<file path="config.mk">
export PLATFORM = sky130hd
export DESIGN_NAME = perf_halt_monitor_flat
export DESIGN_NICKNAME = d
export VERILOG_FILES = /design/src/rtl/perf_mon_pkg.sv /design/src/rtl/perf_halt_monitor_if.sv /design/src/rtl/sat_counter.sv /design/src/rtl/perf_halt_monitor.sv /design/src/flat_wrapper.sv
export SDC_FILE = /design/constraint.sdc
export NUM_CORES = 1
export LEC_CHECK = 0
export ABC_CLOCK_PERIOD_IN_PS = 7000
export CAP_MARGIN = 10
export CORE_MARGIN = 2
export CORE_UTILIZATION = 54
export CTS_BUF_LIST = sky130_fd_sc_hd__clkbuf_16
export CTS_CLUSTER_SIZE = 16
export DETAILED_ROUTE_END_ITERATION = 10
export HOLD_SLACK_MARGIN = 0.02
export PLACE_DENSITY = 0.92
export SYNTH_ARGS = -nofsm -noshare
export SYNTH_HDL_FRONTEND = slang
export SYNTH_HIERARCHICAL = 1
export SYNTH_SLANG_ARGS = --single-unit
</file>
<file path="constraint.sdc">
create_clock -name clk -period 7 [get_ports clk]
set_input_delay 1.05 -clock clk [delete_from_list [all_inputs] [get_ports clk]]
set_output_delay 1.05 -clock clk [all_outputs]
set_load 0.01 [all_outputs]
</file>
<file path="src/rtl/perf_mon_pkg.sv">
// Shared definitions for the performance / halt monitor: state encodings,
// default instruction patterns and the halt-pattern helper.
package perf_mon_pkg;

  // Monitor state enumeration, kept as plain 2-bit encodings so older
  // tooling and register dumps can decode it without enum support.
  typedef logic [1:0] mon_state_t;

  localparam mon_state_t ST_IDLE    = 2'd0;
  localparam mon_state_t ST_RUN     = 2'd1;
  localparam mon_state_t ST_DONE    = 2'd2;
  localparam mon_state_t ST_TIMEOUT = 2'd3;

  // A `jal x0, 0` self-loop marks program end; an all-zero word is the bubble
  // the decoder sees once the fetch stage spins on that loop.
  localparam logic [31:0] DEFAULT_HALT_INSTR   = 32'h0000_006F;
  localparam logic [31:0] DEFAULT_BUBBLE_INSTR = 32'h0000_0000;

  // Run-length counter width; confirm counts are limited to 1..15.
  localparam int unsigned RUN_LEN_W = 4;

  function automatic logic is_halt_pattern(input logic [31:0] fetch_instr,
                                           input logic [31:0] decode_instr,
                                           input logic [31:0] halt_instr,
                                           input logic [31:0] bubble_instr);
    return (fetch_instr == halt_instr) && (decode_instr == bubble_instr);
  endfunction

endpackage

</file>
<file path="src/rtl/perf_halt_monitor_if.sv">
// Bus between a core-side observer and the perf/halt monitor: control
// requests, pipeline taps and event strobes in; state flags and counts out.
interface perf_halt_monitor_if #(
  parameter int unsigned CNT_W = 32,
  parameter int unsigned N_EVT = 4
);

  logic                     start;
  logic                     clear;
  logic [31:0]              fetch_instr;
  logic [31:0]              decode_instr;
  logic                     retire;
  logic [N_EVT-1:0]         evt;

  logic                     running;
  logic                     done;
  logic                     timed_out;
  logic [CNT_W-1:0]         cycles;
  logic [CNT_W-1:0]         retired_cnt;
  logic [N_EVT*CNT_W-1:0]   evt_cnt;

  // Side that drives the pipeline taps and reads the results.
  modport master (
    output start, clear, fetch_instr, decode_instr, retire, evt,
    input  running, done, timed_out, cycles, retired_cnt, evt_cnt
  );

  // The monitor itself.
  modport slave (
    input  start, clear, fetch_instr, decode_instr, retire, evt,
    output running, done, timed_out, cycles, retired_cnt, evt_cnt
  );

endinterface

</file>
<file path="src/rtl/sat_counter.sv">
// Saturating up-counter: clears on rst or clr, sticks at all-ones.
module sat_counter #(
  parameter int unsigned W = 32
) (
  input  logic         clk,
  input  logic         rst,
  input  logic         clr,
  input  logic         inc,
  output logic [W-1:0] q
);

  // Count up on inc, holding at all-ones instead of wrapping.
  always_ff @(posedge clk) begin
    if (rst || clr) begin
      q <= '0;
    end else if (inc && (q != '1)) begin
      q <= q + W'(1);
    end
  end

endmodule

</file>
<file path="src/rtl/perf_halt_monitor.sv">
// Performance monitor that measures a program run: counts cycles, retired
// instructions and generic events from start until the core is seen spinning
// on its halt self-loop, or until a cycle budget is exhausted.
module perf_halt_monitor
  import perf_mon_pkg::*;
#(
  parameter int unsigned CNT_W        = 32,
  parameter int unsigned N_EVT        = 4,
  parameter logic [31:0] HALT_INSTR   = DEFAULT_HALT_INSTR,
  parameter logic [31:0] BUBBLE_INSTR = DEFAULT_BUBBLE_INSTR,
  parameter int unsigned HALT_CONFIRM = 1,
  parameter int unsigned TIMEOUT      = 100000
) (
  input logic                clk,
  input logic                rst,
  perf_halt_monitor_if.slave bus
);

  localparam logic [RUN_LEN_W-1:0] CONFIRM_LEN = RUN_LEN_W'(HALT_CONFIRM);
  localparam logic [63:0]          TIMEOUT_VAL = 64'(TIMEOUT);

  mon_state_t           state_q, state_d;
  logic [RUN_LEN_W-1:0] run_len_q, run_len_d;
  logic                 running_q, done_q, timed_out_q;

  logic                 cnt_clr;
  logic                 cnt_en;
  logic                 pattern;
  logic                 halt_hit;
  logic                 timeout_hit;

  logic [CNT_W-1:0]       cycles_q;
  logic [CNT_W-1:0]       retired_q;
  logic [CNT_W-1:0]       evt_q [N_EVT];
  logic [N_EVT*CNT_W-1:0] evt_flat;

  // A start is only honoured from IDLE and loses to a simultaneous clear.
  assign cnt_clr = (state_q == ST_IDLE) && bus.start && !bus.clear;

  // Counting happens only in RUN; a clear in RUN freezes the counts as-is.
  assign cnt_en  = (state_q == ST_RUN) && !bus.clear;

  assign pattern = is_halt_pattern(bus.fetch_instr, bus.decode_instr,
                                   HALT_INSTR, BUBBLE_INSTR);

  assign halt_hit = cnt_en && pattern && ((run_len_q + RUN_LEN_W'(1)) == CONFIRM_LEN);

  // Compare the post-increment cycle count so the limit is reached on the
  // same edge the counter lands on it.
  assign timeout_hit = cnt_en && ((64'(cycles_q) + 64'd1) == TIMEOUT_VAL);

  // Track consecutive halt-pattern cycles while running; any break restarts.
  always_comb begin
    run_len_d = '0;
    if (cnt_en && pattern && (run_len_q != '1)) begin
      run_len_d = run_len_q + RUN_LEN_W'(1);
    end
  end

  // Next-state selection; clear beats everything, halt beats timeout.
  always_comb begin
    state_d = state_q;
    case (state_q)
      ST_IDLE: begin
        if (cnt_clr) begin
          state_d = ST_RUN;
        end
      end
      ST_RUN: begin
        if (bus.clear) begin
          state_d = ST_IDLE;
        end else if (halt_hit) begin
          state_d = ST_DONE;
        end else if (timeout_hit) begin
          state_d = ST_TIMEOUT;
        end
      end
      ST_DONE, ST_TIMEOUT: begin
        if (bus.clear) begin
          state_d = ST_IDLE;
        end
      end
      default: state_d = ST_IDLE;
    endcase
  end

  // State, run-length and registered state flags.
  always_ff @(posedge clk) begin
    if (rst) begin
      state_q     <= ST_IDLE;
      run_len_q   <= '0;
      running_q   <= 1'b0;
      done_q      <= 1'b0;
      timed_out_q <= 1'b0;
    end else begin
      state_q     <= state_d;
      run_len_q   <= run_len_d;
      running_q   <= (state_d == ST_RUN);
      done_q      <= (state_d == ST_DONE);
      timed_out_q <= (state_d == ST_TIMEOUT);
    end
  end

  sat_counter #(
    .W (CNT_W)
  ) u_cycles (
    .clk (clk),
    .rst (rst),
    .clr (cnt_clr),
    .inc (cnt_en),
    .q   (cycles_q)
  );

  sat_counter #(
    .W (CNT_W)
  ) u_retired (
    .clk (clk),
    .rst (rst),
    .clr (cnt_clr),
    .inc (cnt_en && bus.retire),
    .q   (retired_q)
  );

  for (genvar k = 0; k < N_EVT; k++) begin : g_evt
    sat_counter #(
      .W (CNT_W)
    ) u_evt (
      .clk (clk),
      .rst (rst),
      .clr (cnt_clr),
      .inc (cnt_en && bus.evt[k]),
      .q   (evt_q[k])
    );
  end

  // Pack event counters with event 0 in the least significant slice.
  always_comb begin
    evt_flat = '0;
    for (int k = 0; k < N_EVT; k++) begin
      evt_flat[k*CNT_W +: CNT_W] = evt_q[k];
    end
  end

  assign bus.running     = running_q;
  assign bus.done        = done_q;
  assign bus.timed_out   = timed_out_q;
  assign bus.cycles      = cycles_q;
  assign bus.retired_cnt = retired_q;
  assign bus.evt_cnt     = evt_flat;

endmodule

</file>
<file path="src/flat_wrapper.sv">
// flat-port wrapper written by rule: the top's interface ports become plain ports
module perf_halt_monitor_flat import perf_mon_pkg::*;
#(
  parameter int unsigned CNT_W        = 32,
  parameter int unsigned N_EVT        = 4,
  parameter logic [31:0] HALT_INSTR   = DEFAULT_HALT_INSTR,
  parameter logic [31:0] BUBBLE_INSTR = DEFAULT_BUBBLE_INSTR,
  parameter int unsigned HALT_CONFIRM = 1,
  parameter int unsigned TIMEOUT      = 100000
)
  (clk, rst, bus_start, bus_clear, bus_fetch_instr, bus_decode_instr, bus_retire, bus_evt, bus_running, bus_done, bus_timed_out, bus_cycles, bus_retired_cnt, bus_evt_cnt);
  perf_halt_monitor_if #(.CNT_W(CNT_W), .N_EVT(N_EVT)) bus_i ();
  input logic clk;
  input logic rst;
  input wire logic [$bits(bus_i.start)-1:0] bus_start;
  input wire logic [$bits(bus_i.clear)-1:0] bus_clear;
  input wire logic [$bits(bus_i.fetch_instr)-1:0] bus_fetch_instr;
  input wire logic [$bits(bus_i.decode_instr)-1:0] bus_decode_instr;
  input wire logic [$bits(bus_i.retire)-1:0] bus_retire;
  input wire logic [$bits(bus_i.evt)-1:0] bus_evt;
  output wire logic [$bits(bus_i.running)-1:0] bus_running;
  output wire logic [$bits(bus_i.done)-1:0] bus_done;
  output wire logic [$bits(bus_i.timed_out)-1:0] bus_timed_out;
  output wire logic [$bits(bus_i.cycles)-1:0] bus_cycles;
  output wire logic [$bits(bus_i.retired_cnt)-1:0] bus_retired_cnt;
  output wire logic [$bits(bus_i.evt_cnt)-1:0] bus_evt_cnt;
  assign bus_i.start = bus_start;
  assign bus_i.clear = bus_clear;
  assign bus_i.fetch_instr = bus_fetch_instr;
  assign bus_i.decode_instr = bus_decode_instr;
  assign bus_i.retire = bus_retire;
  assign bus_i.evt = bus_evt;
  assign bus_running = bus_i.running;
  assign bus_done = bus_i.done;
  assign bus_timed_out = bus_i.timed_out;
  assign bus_cycles = bus_i.cycles;
  assign bus_retired_cnt = bus_i.retired_cnt;
  assign bus_evt_cnt = bus_i.evt_cnt;
  perf_halt_monitor #(.CNT_W(CNT_W), .N_EVT(N_EVT), .HALT_INSTR(HALT_INSTR), .BUBBLE_INSTR(BUBBLE_INSTR), .HALT_CONFIRM(HALT_CONFIRM), .TIMEOUT(TIMEOUT)) u_core (.clk(clk), .rst(rst), .bus(bus_i));
endmodule
</file>
==> flow_metrics.env, run 1 <==
export IMPL_firstDrtPassIters=5
export IMPL_fp_row_count=52
export IMPL_tightest_slew_ns=1.240
export IMPL_fin_util_pct=71.39
export IMPL_path_class="in -> reg"
export IMPL_grt_start_max_net_pins=33
export IMPL_total_power_mw=2.416
export IMPL_startpoint="bus_clear"
export IMPL_fin_nets=1577
export IMPL_cp_max_fo=16
export IMPL_via_per_inst=6.293
export IMPL_crit_chain="clkdlybuf4s50_1 > nor3b_2 > and2_1 > and3_4 > o311ai_4 > or4_1 > a21oi_2"
export IMPL_slew_violations=0
export IMPL_p_per_area_nw_per_um2=168.3
export IMPL_hold_viol=0
export IMPL_grt_usage_pct=27.80
export IMPL_fin_crit_sh_pct=52.58
export IMPL_ios=268
export IMPL_cts_root_buf="clkbuf_16"
export IMPL_seq_area_sq_um=4024
export IMPL_required_ns=7.43
export IMPL_routed_wl_um=31300
export IMPL_drv_cap=0
export IMPL_cts_resized=0
export IMPL_grt_first_pass_wirelength_um=51160
export IMPL_period_minus_slack_ns=3.681
export IMPL_r2r_cells=6
export IMPL_drtIter0Drc=658
export IMPL_drive_gt1_share_pct=13.24
export IMPL_syn_nets=1334
export IMPL_ctsHoldBuffers=0
export IMPL_worst_ep_arrival_time_ns=4.11
export IMPL_setup_violations=0
export IMPL_ant_nets=0
export IMPL_clkTransAtPathRegs_ns=0.06
export IMPL_grt_pass1_vias=10370
export IMPL_p_leak_nw=4.091
export IMPL_status="completed"
export IMPL_avgSynthCellArea_sq_um=8.774
export IMPL_final_cell_mix="267 x clkdlybuf4s50_1, 201 x dfxtp_1, 136 x a21oi_1"
export IMPL_worst_setup_path_end_kind="flip-flop"
export IMPL_critical_path_buf_inv_count=1
export IMPL_setup_tns_ns=0
export IMPL_drc=0
export IMPL_cts_buffer_depth=3
export IMPL_critPathMaxStageDelay_ns=1.01
export IMPL_rsz0062_at_grt="false"
export IMPL_hold_ws_ns=0.4813
export IMPL_yosysSeqAreaShare_pct=36.60
export IMPL_hpwl_um=22040
export IMPL_initial_core_util_pct=54.69
export IMPL_ys_async_sr_fraction_pct=0
export IMPL_syn2layout_area_growth_pct=30.54
export IMPL_holdPathStages=1
export IMPL_worstHoldPathType="reg -> reg"
export IMPL_post_cts_setup_buffers=0
export IMPL_post_drt_wl_per_cell_um=17.58
export IMPL_netlist_area_sq_um=10990
export IMPL_switchingPower_mw=0.5243
export IMPL_yosys_warnings=6
export IMPL_ys_flop_type="dfxtp_1"
export IMPL_critPathSlowestCell="nor3b_2"
export IMPL_final_common_cell="clkdlybuf4s50_1"
export IMPL_io_buffers=267
export IMPL_core_region_area_sq_um=20100
export IMPL_ys_types=57
export IMPL_syn_inst=1253
export IMPL_cpLargestDelayFamily="simple AND/OR/NAND/NOR gates"
export IMPL_htreeDepth=1
export IMPL_cts_sinks=201
export IMPL_nFillCells=1493
export IMPL_die_height_um=146.7
export IMPL_timing_rr_start="u_core/state_q[0]"
export IMPL_die_area_sq_um=21520
export IMPL_worstSkewPairLatency_ns=0.50
export IMPL_synth_seq_cells=201
export IMPL_fmax_mhz=271.7
export IMPL_numCtsBuffers=22
export IMPL_skew_ns=0.008243
export IMPL_gp_congestion=0.8619
export IMPL_die_x_um=146.7
export IMPL_comb_power_share_pct=3.8
export IMPL_fin_cells=1781
export IMPL_vias=11210
export IMPL_ir_drop_v=0.0001652
export IMPL_antenna_found_initial=0
export IMPL_cts_tree="built"
export IMPL_p_sw_share_pct=21.70
export IMPL_internal_power_mw=1.892
export IMPL_multi_input_area_sq_um=6482
export IMPL_antenna_cells=0
export IMPL_dpl_cell_count=1742
export IMPL_path_depth=7
export IMPL_hold_start="u_core/run_len_q[0]"
export IMPL_pwr_share_seq_pct=47.5
export IMPL_synth_edff_count=0
export IMPL_p_clk_share_pct=48.7
export IMPL_grt_ovfl_total=0
export IMPL_cp_start_kind="input pin"
export IMPL_relSlewSlack_pct=17.00
power by group through the flow:
| stage | clock, mW | sequential (mW) | combinational, mW |
|---|---|---|---|
| CTS | 1.20 | 1.15 | 0.0912 |
| finish | 1.18 | 1.15 | 0.0919 |
| global route | 1.24 | 1.15 | 0.0975 |
| detailed placement | 0 | 1.17 | 0.0909 |
| global placement | 0 | 1.17 | 0.0895 |
| floorplan | 0 | 1.17 | 0.0401 |
metrics by stage:
step | instance area, sq um | worst slack (ns)
2_1_floorplan | 10990 | 3.782
3_3_place_gp | 13630 | 2.941
3_5_place_dp | 13630 | 2.887
4_1_cts | 14350 | 3.400
5_1_grt | 14350 | 3.229
6_report | 14350 | 3.319
worst reg2reg max path, stage by stage (launching register included):
cell and delay [ns]:
dfxtp_1 0.40, nor3b_2 1.01, and2_1 0.40, and3_4 0.27, o311ai_4 0.22, or4_1 0.50
a21oi_2 0.16
per-layer routing:
layer / global-route usage [%] / up-vias / share of wire [%]
li1: - / 5371 / -
met1: 36.32 / 5363 / 42
met2: 47.56 / 412 / 49
met3: 4.500 / 62 / 6.8
met4: 7.913 / 0 / 2.6
met5: 0 / - / 0
cell usage after synthesis, types with 7 or more instances:
library cell	count	area share, %
and2_1	11	0.63
mux2i_1	8	0.73
or3_2	25	1.7
o21ai_0	61	2.8
and3_2	12	0.82
nand4_2	7	0.80
buf_6	24	2.5
o21ai_1	48	2.2
clkbuf_1	18	0.61
xor2_1	9	0.72
xnor2_1	9	0.72
or3_1	90	5.1
nand2_1	82	2.8
and4_4	12	1.2
inv_1	29	0.99
or2_2	7	0.40
dfxtp_1	201	37
ha_1	8	0.91
nand2_2	12	0.68
and4_1	24	1.9
nand3_1	71	3.2
o31ai_1	54	3.7
a21oi_2	42	3.3
nor4_1	13	0.74
o31ai_4	12	2.3
a21oi_1	136	6.2
nand4_1	57	3.2
nor2_1	39	1.3
or4_1	56	3.8
registers in the layout, indices dropped and copies added (netlist names):
| register | flops |
|---|---|
| u_core/g_evt.u_evt/q | 128 |
| u_core/u_cycles/q | 32 |
| u_core/u_retired/q | 32 |
| u_core/run_len_q | 4 |
| u_core/state_q | 2 |
| u_core/bus.done | 1 |
| u_core/bus.running | 1 |
| u_core/bus.timed_out | 1 |
area by class of cell:
| class | instances | share of cell area, % |
|---|---|---|
| Multi-Input combinational cell | 975 | 45.17 |
| Sequential cell | 201 | 28.04 |
| Timing Repair Buffer | 267 | 18.62 |
| Clock buffer | 23 | 4.010 |
| Tap cell | 270 | 2.354 |
| Clock inverter | 16 | 1.055 |
| Inverter | 29 | 0.7584 |
cell families (layout without fill, tap and decap cells):
group           after synthesis  count (layout)  share of synthesized area (%)
xor+xnor                     18              18                          1.434
flops                       201             201                          36.60
fa+ha+maj                     8               8                         0.9105
simple gates                561             561                          32.15
compound gates              380             380                          23.64
buf+inv                      77             335                          4.541
mux                           8               8                         0.7284
path summary, 6_finish.rpt:
check | slack, ns | end
setup / recovery | 3.32 | u_core/g_evt[3].u_evt/q[25]
hold / removal | 0.48 | u_core/run_len_q[0]
setup reg to reg | 3.98 | u_core/g_evt[3].u_evt/q[25]
hold reg to reg | 0.48 | u_core/run_len_q[0]
No activity file was read; power rests on OpenSTA's default activity.
==> inputs of run 2 (changes only) <==
--- a/config.mk
+++ b/config.mk
@@ -5,15 +5,15 @@
 export SDC_FILE = /design/constraint.sdc
 export NUM_CORES = 1
 export LEC_CHECK = 0
-export ABC_CLOCK_PERIOD_IN_PS = 7000
+export ABC_CLOCK_PERIOD_IN_PS = 3600
 export CAP_MARGIN = 10
 export CORE_MARGIN = 2
-export CORE_UTILIZATION = 54
+export CORE_UTILIZATION = 50
 export CTS_BUF_LIST = sky130_fd_sc_hd__clkbuf_16
 export CTS_CLUSTER_SIZE = 16
 export DETAILED_ROUTE_END_ITERATION = 10
 export HOLD_SLACK_MARGIN = 0.02
-export PLACE_DENSITY = 0.92
+export PLACE_DENSITY = 0.87
 export SYNTH_ARGS = -nofsm -noshare
 export SYNTH_HDL_FRONTEND = slang
 export SYNTH_HIERARCHICAL = 1
==> constraint.sdc (replaced) <==
create_clock -name clk -period 3.6 [get_ports clk]
set_input_delay 0.54 -clock clk [delete_from_list [all_inputs] [get_ports clk]]
set_output_delay 0.54 -clock clk [all_outputs]
set_load 0.01 [all_outputs]
==> flow_metrics.env, run 2 (same netlist as run 1, synthesis figures left out) <==
export IMPL_status="completed"
export IMPL_use_met3_pct=4.977
export IMPL_post_drt_wl_per_cell_um=17.28
export IMPL_clkTransAtPathRegs_ns=0.06
export IMPL_fin_cells=1795
export IMPL_firstDrtPassIters=5
export IMPL_initial_core_util_pct=50.69
export IMPL_grt_ovfl_total=0
export IMPL_required_ns=4.02
export IMPL_cts_resized=0
export IMPL_via_per_inst=6.169
export IMPL_worst_ep_arrival_time_ns=2.94
export IMPL_tightest_slew_ns=0.8808
export IMPL_htreeDepth=1
export IMPL_antenna_cells=0
export IMPL_grt_usage_pct=25.18
export IMPL_fin_crit_sh_pct=69.89
export IMPL_worstSkewPairLatency_ns=0.50
export IMPL_p_per_area_nw_per_um2=331.9
export IMPL_gr_usage_met1_pct=31.69
export IMPL_ir_drop_v=0.0003197
export IMPL_routed_wl_um=31010
export IMPL_cts_sinks=201
export IMPL_worst_setup_path_end_kind="flip-flop"
export IMPL_final_cell_mix="267 x clkdlybuf4s50_1, 201 x dfxtp_1, 136 x a21oi_1"
export IMPL_hpwl_um=21840
export IMPL_drive_gt1_share_pct=13.33
export IMPL_ios=268
export IMPL_total_power_mw=4.781
export IMPL_gp_congestion=0.8711
export IMPL_io_buffers=267
export IMPL_skew_ns=0.009485
export IMPL_slew_violations=0
export IMPL_numCtsBuffers=23
export IMPL_setup_violations=0
export IMPL_cts_tree="built"
export IMPL_ant_nets=0
export IMPL_fin_area_sq_um=14400
export IMPL_grt_first_pass_wirelength_um=50950
export IMPL_final_common_cell="clkdlybuf4s50_1"
export IMPL_multi_input_area_sq_um=6476
export IMPL_fin_nets=1580
export IMPL_nFillCells=1754
export IMPL_largest_reg_flops=128
export IMPL_post_cts_setup_buffers=0
export IMPL_drc=0
export IMPL_die_height_um=152.3
export IMPL_drtIter0Drc=477
export IMPL_grt_busiest_layer="met2"
export IMPL_p_leak_nw=4.111
export IMPL_die_x_um=152.3
export IMPL_setup_tns_ns=0
export IMPL_largestRegisters="u_core/g_evt.u_evt/q x128, u_core/u_cycles/q x32, u_core/u_retired/q x32"
export IMPL_rsz0062_at_grt="false"
export IMPL_path_class="in -> reg"
export IMPL_core_region_area_sq_um=21690
export IMPL_top_register="u_core/g_evt.u_evt/q"
export IMPL_pre_cts_slack_ns=0.6317
export IMPL_setup_ws_ns=1.084
export IMPL_cts_root_buf="clkbuf_16"
export IMPL_cp_max_fo=16
export IMPL_grt_pass1_vias=10400
export IMPL_worstHoldPathType="reg -> reg"
export IMPL_seq_area_sq_um=4024
export IMPL_ctsHoldBuffers=0
export IMPL_met2_usage_pct=44.34
export IMPL_dpl_cell_count=1754
export IMPL_fp_row_count=54
export IMPL_antenna_found_initial=0
export IMPL_fin_util_pct=66.41
export IMPL_vias=11070
export IMPL_drv_cap=0
export IMPL_place_area_sq_um=13650
export IMPL_cts_buffer_depth=3
export IMPL_die_area_sq_um=23190
export IMPL_grt_start_max_net_pins=33
export IMPL_hold_ws_ns=0.4801
export IMPL_hold_viol=0
export IMPL_period_minus_slack_ns=2.516
export IMPL_relSlewSlack_pct=41.28
export IMPL_fmax_mhz=397.5
export IMPL_cp_start_kind="input pin"
export IMPL_syn2layout_area_growth_pct=31.01
==> run 2: cell types whose count changed in the layout (fill, tap and decap cells not counted), sizes merged <==
cell    delta
buf        +2
bufinv     +1
clkinv     +2
inv        -1
==> run 2: worst paths after layout <==
path / from / end / slack (ns) / cells after the start
worst max-delay path: bus_clear / u_core/g_evt[0].u_evt/q[31] / 1.08 / 8
worst min-delay path: u_core/run_len_q[0] / u_core/run_len_q[0] / 0.48 / 1
worst max register to register: u_core/u_cycles/q[8] / u_core/bus.running / 1.23 / 6
worst min register to register: u_core/run_len_q[0] / u_core/run_len_q[0] / 0.48 / 1
==> run 2: area by class of cell <==
type / count / share of cell area [%]
Tap cell: 280 / 2.432
Inverter: 29 / 0.7557
Clock inverter: 18 / 1.260
Clock buffer: 23 / 3.996
Sequential cell: 201 / 27.94
Timing Repair Buffer: 269 / 18.66
Multi-Input combinational cell: 975 / 44.96
==> run 2: power by group <==
group,internal (mW),total [mW],switching [mW]
logic,0.0864,0.176,0.0894
registers,2.23,2.23,0.00334
clock network,1.44,2.38,0.934
total,3.75,4.78,1.03
==> run 2: layer usage <==
metal	wire, um	vias to the layer above
li1	-	5373
met1	13130	5292
met2	15220	344
met3	1917	64
met4	746	0
met5	0	-
==> run 2: worst max-delay path: stages <==
cell	delay [ns]
clkdlybuf4s50_1	0.49
nor3b_2	0.18
buf_4	0.27
and2_1	0.29
and3_4	0.26
o311ai_4	0.21
or4_1	0.52
a21oi_2	0.16
==> patch 1, RTL diff (config.mk and constraints of run 1) <==
`CNT_W` is set to 32 in 3 places; all go to 28.
--- a/src/rtl/perf_halt_monitor_if.sv
+++ b/src/rtl/perf_halt_monitor_if.sv
@@ -2,5 +2,5 @@
 // requests, pipeline taps and event strobes in; state flags and counts out.
 interface perf_halt_monitor_if #(
-  parameter int unsigned CNT_W = 32,
+  parameter int unsigned CNT_W = 28,
   parameter int unsigned N_EVT = 4
 );
--- a/src/rtl/perf_halt_monitor.sv
+++ b/src/rtl/perf_halt_monitor.sv
@@ -5,5 +5,5 @@
   import perf_mon_pkg::*;
 #(
-  parameter int unsigned CNT_W        = 32,
+  parameter int unsigned CNT_W        = 28,
   parameter int unsigned N_EVT        = 4,
   parameter logic [31:0] HALT_INSTR   = DEFAULT_HALT_INSTR,
--- a/src/flat_wrapper.sv
+++ b/src/flat_wrapper.sv
@@ -2,5 +2,5 @@
 module perf_halt_monitor_flat import perf_mon_pkg::*;
 #(
-  parameter int unsigned CNT_W        = 32,
+  parameter int unsigned CNT_W        = 28,
   parameter int unsigned N_EVT        = 4,
   parameter logic [31:0] HALT_INSTR   = DEFAULT_HALT_INSTR,
Interface: changed (resized bus_cycles, bus_evt_cnt and bus_retired_cnt); port bits go from 268 to 244. The function was not compared with the original's and may differ.
==> patch 1 against run 1 <==
Worst setup slack improved by 0.21 ns; maximum frequency increased by 6.1%; final area decreased by 12%; sequential power decreased by 12%; utilization increased by 1.8 points; sequential cell count decreased by 24; synthesized cell count decreased by 5.0%; area after synthesis decreased by 13%; register-to-register slack improved by 0.29 ns; global-route usage increased by 1.5 points; clock power decreased by 21%; total power decreased by 16%; critical path type unchanged; routed wire length decreased by 9.9%.
==> patch 1: results (changes against run 1) <==
* Clk buf depth at 2 (-1)
* Synth top cells by count: 177 x dfxtp_1, 134 x nand2_1, 122 x a21oi_1
* Detail Route met2 WL at 13.53 mm (-11%)
* Filler cell count at 1286 (-14%)
* Pre-antenna DRT Iters at 6 (+1)
* Total number of nets in the final design at 1499 (-4.9%)
* Slew at the pin with the worst max-slew slack at 0.8257 ns (-0.4138 ns)
* Routability congestion estimate at 0.9216 (+6.9%)
* Routed wire length on met3 at 2.385 mm (+12%)
* Final hold slack at 0.4876 ns (+0.006369 ns)
* Max FO, Critical Path at 11 (-5)
* Global routing met3 resource utilization at 0.05556 (+0.01056)
* Number of global-route vias before repair at 9288 (-10%)
* Clock buffers at 17 (-26%)
* Detail-routed via count per cell at 6.260 (-0.53%)
* Level count of the clock H-tree at 4 (+3)
* Clock Skew at 0.007796 ns (-0.0004469 ns)
* Sequential share of cell area at 0.2798 (-0.0006005)
* Total wire length after detailed routing at 28.22 mm (-9.9%)
* First-pass GRT wire length at 44.93 mm (-12%)
* Clock-cell share of area at 0.04495 (-0.005702)
* Met1 Wirelength at 11.58 mm (-11%)
* Sequential fraction of the synthesis area at 0.3703 (+0.004346)
* Clock latency of the later-clocked register in the worst-skew pair at 0.42 ns (-0.08 ns)
* Peak supply drop at 0.1703 mV (+3.1%)
* Layout buffering overhead excluding clock cells at 0.1938 (+0.007607)
* Total area of multi-input combinational cells at 0.005704 mm^2 (-12%)
* Outcome: complete, no violations
* Cells after synthesis at 1190 (-5.0%)
* Multi-In Gates at 946 (-3.0%)
* Fraction of final layout cells sized beyond drive strength 1 at 0.06639 (-0.06598)
* Register cell area after layout at 0.003543 mm^2 (-12%)
* Worst slack after detailed placement at 3.069 ns (+0.1815 ns)
==> patch 1: changes by cell type after synthesis, sizes merged, moves of 16 or more <==
cell	before	now
mux2i	8	24
nand2	94	134
or4	62	19
a21oi	178	122
o21ai	115	84
o31ai	66	24
nor2	39	94
and4	42	2
dfxtp	201	177
nor4	15	40
==> patch 1: worst max-delay path: cells and delay by family <==
kind,cells,cell delay [ns]
buffers and inverters,2,0.81
AO/OA/AOI/OAI,2,0.54
AND/OR/NAND/NOR,3,1.42
==> patch 1: cells by family (layout without fill, tap and decap cells) <==
family / Yosys count / after routing / synth area share
compound gates: 283 / 283 / 0.1812
xor+xnor: 30 / 30 / 0.02746
fa+ha+maj: 8 / 8 / 0.01046
buf+inv: 67 / 308 / 0.03413
flops: 177 / 177 / 0.3703
mux: 24 / 24 / 0.02511
simple gates: 601 / 601 / 0.3513
==> patch 1: power by group <==
| part | switching, uW | total (uW) | internal [uW] |
|---|---|---|---|
| registers | 1.64 | 1010 | 1010 |
| logic | 45.6 | 93.7 | 48.2 |
| clock network | 408 | 931 | 523 |
| total | 455 | 2030 | 1580 |
==> patch 1: worst max-delay path by stage <==
stage,slack (ns),to,start,cells past startpoint
4_1_cts,3.59,u_core/g_evt[1].u_evt/q[26]$_SDFFE_PP0P_,bus_clear,7
3_3_place_gp,3.13,u_core/g_evt[1].u_evt/q[20]$_SDFFE_PP0P_,bus_clear,7
6_report,3.53,u_core/g_evt[1].u_evt/q[20]$_SDFFE_PP0P_,bus_clear,7
5_1_grt,3.38,u_core/g_evt[1].u_evt/q[20]$_SDFFE_PP0P_,bus_clear,7
2_1_floorplan,3.49,u_core/g_evt[0].u_evt/q[0]$_SDFFE_PP0P_,bus_clear,5
3_5_place_dp,3.07,u_core/g_evt[1].u_evt/q[26]$_SDFFE_PP0P_,bus_clear,7
==> patch 2, RTL diff (config.mk and constraints of run 1) <==
Without the edit above. Make the reset (`rst`) asynchronous in one clocked block.
--- a/src/rtl/perf_halt_monitor.sv
+++ b/src/rtl/perf_halt_monitor.sv
@@ -86,5 +86,5 @@
 
   // State, run-length and registered state flags.
-  always_ff @(posedge clk) begin
+  always_ff @(posedge clk or posedge rst) begin
     if (rst) begin
       state_q     <= ST_IDLE;
Behaviour: differs if rst is asserted again (counterexample within 4 cycles, from zero or initial values and one cycle with rst high); with rst held inactive, the same outputs for 10 cycles.
==> patch 2 against run 1 <==
Sequential cell count is the same; combinational power grew 13%; via count grew 2.5%; routed wire length grew 1.5%; worst setup slack gained 0.21 ns; total power shrank 3.2%; final area grew 0.44%; largest cell class unchanged; area after synthesis grew 1.3%; critical path depth grew 1; clock power shrank 8%; count of clock-buffer cells in the layout grew 1; synthesized cell count grew 2.0%; utilization shrank 0.15 points; highest routed layer unchanged; critical endpoint is now u_core/g_evt[1].u_evt/q[27]$_SDFFE_PP0P_.
==> patch 2: results (changes against run 1) <==
* Standard cell area after detailed placement at 0.01375 mm^2 (+0.89%)
* Largest registers in the final layout: u_core/g_evt.u_evt/q: 128 flops, u_core/u_cycles/q: 32 flops, u_core/u_retired/q: 32 flops
* Number of buffers inserted during clock tree synthesis at 23 (+4.5%)
* Final cell count without fillers at 1804 (+1.3%)
* Clk buf depth at 3 (unchanged)
* Clock-pin slew on the worst setup and hold paths at 0.06 ns (about the same)
* Total number of nets in the final design at 1601 (+1.5%)
* Antenna violations before repair at 0 (unchanged)
* Peak supply drop at 0.1327 mV (-20%)
* Number of inserted diodes at 0 (unchanged)
* Synth async-reset ratio at 0.04478 (+0.04478)
* Hold path depth at 2 (+1)
* Clock Skew at 0.01294 ns (+0.004696 ns)
* Clock latency of the later-clocked register in the worst-skew pair at 0.50 ns (about the same)
* Routability congestion estimate at 0.9214 (+6.9%)
* Leak pwr at 0.004137 uW (+1.1%)
* I/O Buffers at 267 (unchanged)
* Fraction of final layout cells sized beyond drive strength 1 at 0.1265 (-0.005896)
* Critical path data arrival time at 3.90 ns (-0.21 ns)
* Clock tree root buffer cell: clkbuf_16
* Maximum number of pins on one net before global-route repair at 33 (unchanged)
* Sequential fraction of the synthesis area at 0.3654 (-0.0006020)
* Count of unique library cells instantiated by Yosys at 56 (-1.8%)
* Met1 Wirelength at 12.81 mm (-2.0%)
* Relative slew slack at 0.4196 (+0.2495)
* Detail Placement HPWL at 22.70 mm (+3.0%)
* Number of violations reported at the end of detailed-routing iteration 0 at 684 (+4.0%)
* Routed wire length on met3 at 2.464 mm (+15%)
* Number of global-route vias before repair at 10380 (+0.14%)
* Synthesized area per cell at 8.713 um^2 (-0.70%)
* Top_reg_cell synth: dfxtp_1
* Pre-antenna DRT Iters at 5 (unchanged)
* Highest routed metal layer: met4
* Detail-routed via count per cell at 6.365 (+1.1%)
* Type of the tightest min-delay check: flip-flop to flip-flop
* Post-cts repair resize count at 0 (unchanged)
* Max FO, Critical Path at 16 (unchanged)
* Detail Route met2 WL at 15.69 mm (+2.8%)
* Layout Area Growth over Synthesis at 29.45%
* Logic depth of the worst register-to-register path at 7 (+1)
* Level count of the clock H-tree at 1 (unchanged)
* Total wire length after detailed routing at 31.77 mm (+1.5%)
* Total routing usage reported by global routing at 0.2742 (-0.003766)
* Outcome: complete, no violations
* Synth top cells by count: 192 x dfxtp_1, 136 x a21oi_1, 90 x or3_1
* Syn_nets at 1359 (+1.9%)
* Post-CTS repair timing setup buffer count at 0 (unchanged)
* Synth top area cells: dfxtp_1 35%, a21oi_1 6.1%, or3_1 5.1%
* First-pass GRT wire length at 50.74 mm (-0.82%)
* Count of warnings emitted by yosys at 6 (unchanged)
==> patch 2: changes by cell type after synthesis, sizes merged, moves of 3 or more <==
| cell | run 1 | this run |
|---|---|---|
| and3 | 18 | 21 |
| and4 | 42 | 45 |
| dfrtp | 0 | 9 |
| dfxtp | 201 | 192 |
| inv | 29 | 32 |
| nand2 | 94 | 97 |
| nor3 | 4 | 7 |
| nor3b | 3 | 0 |
| o21ai | 115 | 120 |
==> patch 2: metal layers <==
metal	up-vias	track usage
met2	519	0.4837
met1	5446	0.3451
met3	77	0.04259
li1	5441	-
met5	-	0
met4	0	0.08462
==> patch 2: worst max-delay path, stage by stage <==
cell and delay [ns]:
clkdlybuf4s50_1 0.50, inv_1 0.13, and3_1 0.71, and2_1 0.37, and3_4 0.27, o311ai_4 0.22
or4_1 0.49, a21oi_2 0.15
==> patch 2: worst paths after layout <==
path | start | to | slack, ns
worst max-delay path | bus_clear | u_core/g_evt[1].u_evt/q[27]$_SDFFE_PP0P_ | 3.53
worst min-delay path | u_core/u_retired/q[7]$_SDFFE_PP0P_ | u_core/u_retired/q[7]$_SDFFE_PP0P_ | 0.50
worst max register to register | u_core/u_cycles/q[12]$_SDFFE_PP0P_ | u_core/bus.timed_out$_DFF_PP0_ | 4.02
worst min register to register | u_core/u_retired/q[7]$_SDFFE_PP0P_ | u_core/u_retired/q[7]$_SDFFE_PP0P_ | 0.50
max in group asynchronous | rst | u_core/bus.running$_DFF_PP0_ | 5.67
min in group asynchronous | rst | u_core/run_len_q[1]$_DFF_PP0_ | 1.06
==> patch 2: layout make-up <==
cell class	instances	area [um^2]
Multi-Input combinational cell	995	6548
Tap cell	270	337.8
Clock inverter	15	67.56
Inverter	32	120.1
Sequential cell	201	4069
Timing Repair Buffer	267	2673
Clock buffer	24	600.6
Fill cell	1514	5819
==> patch 2: cell families (layout without fill, tap and decap cells) <==
group,Yosys count,count (layout),synth area share
muxes,7,7,0.006405
AOI/OAI and AO/OA,388,388,0.2374
buffers and inverters,82,338,0.04663
DFF,201,201,0.3654
xor gates and xnor gates,19,19,0.01494
adders and majority gates,8,8,0.008989
and+or+nand+nor,573,573,0.3202
==> patch 2: through the flow <==
| stage | util | setup slack [ns] | total power (uW) |
|---|---|---|---|
| after floorplan | - | 4.051 | 1228 |
| after global placement | 0.6794 | 3.247 | 1278 |
| after detailed placement | 0.6794 | 3.106 | 1280 |
| after CTS | 0.7124 | 3.630 | 2361 |
| after global routing | 0.7124 | 3.442 | 2417 |
| final | 0.7124 | 3.533 | 2338 |
==> patch 2: report_power, final <==
part | internal, uW | switching (uW) | leakage, uW
clock | 615 | 467 | 0.000356
combinational | 48.0 | 56.3 | 0.00211
sequential | 1150 | 4.09 | 0.00167
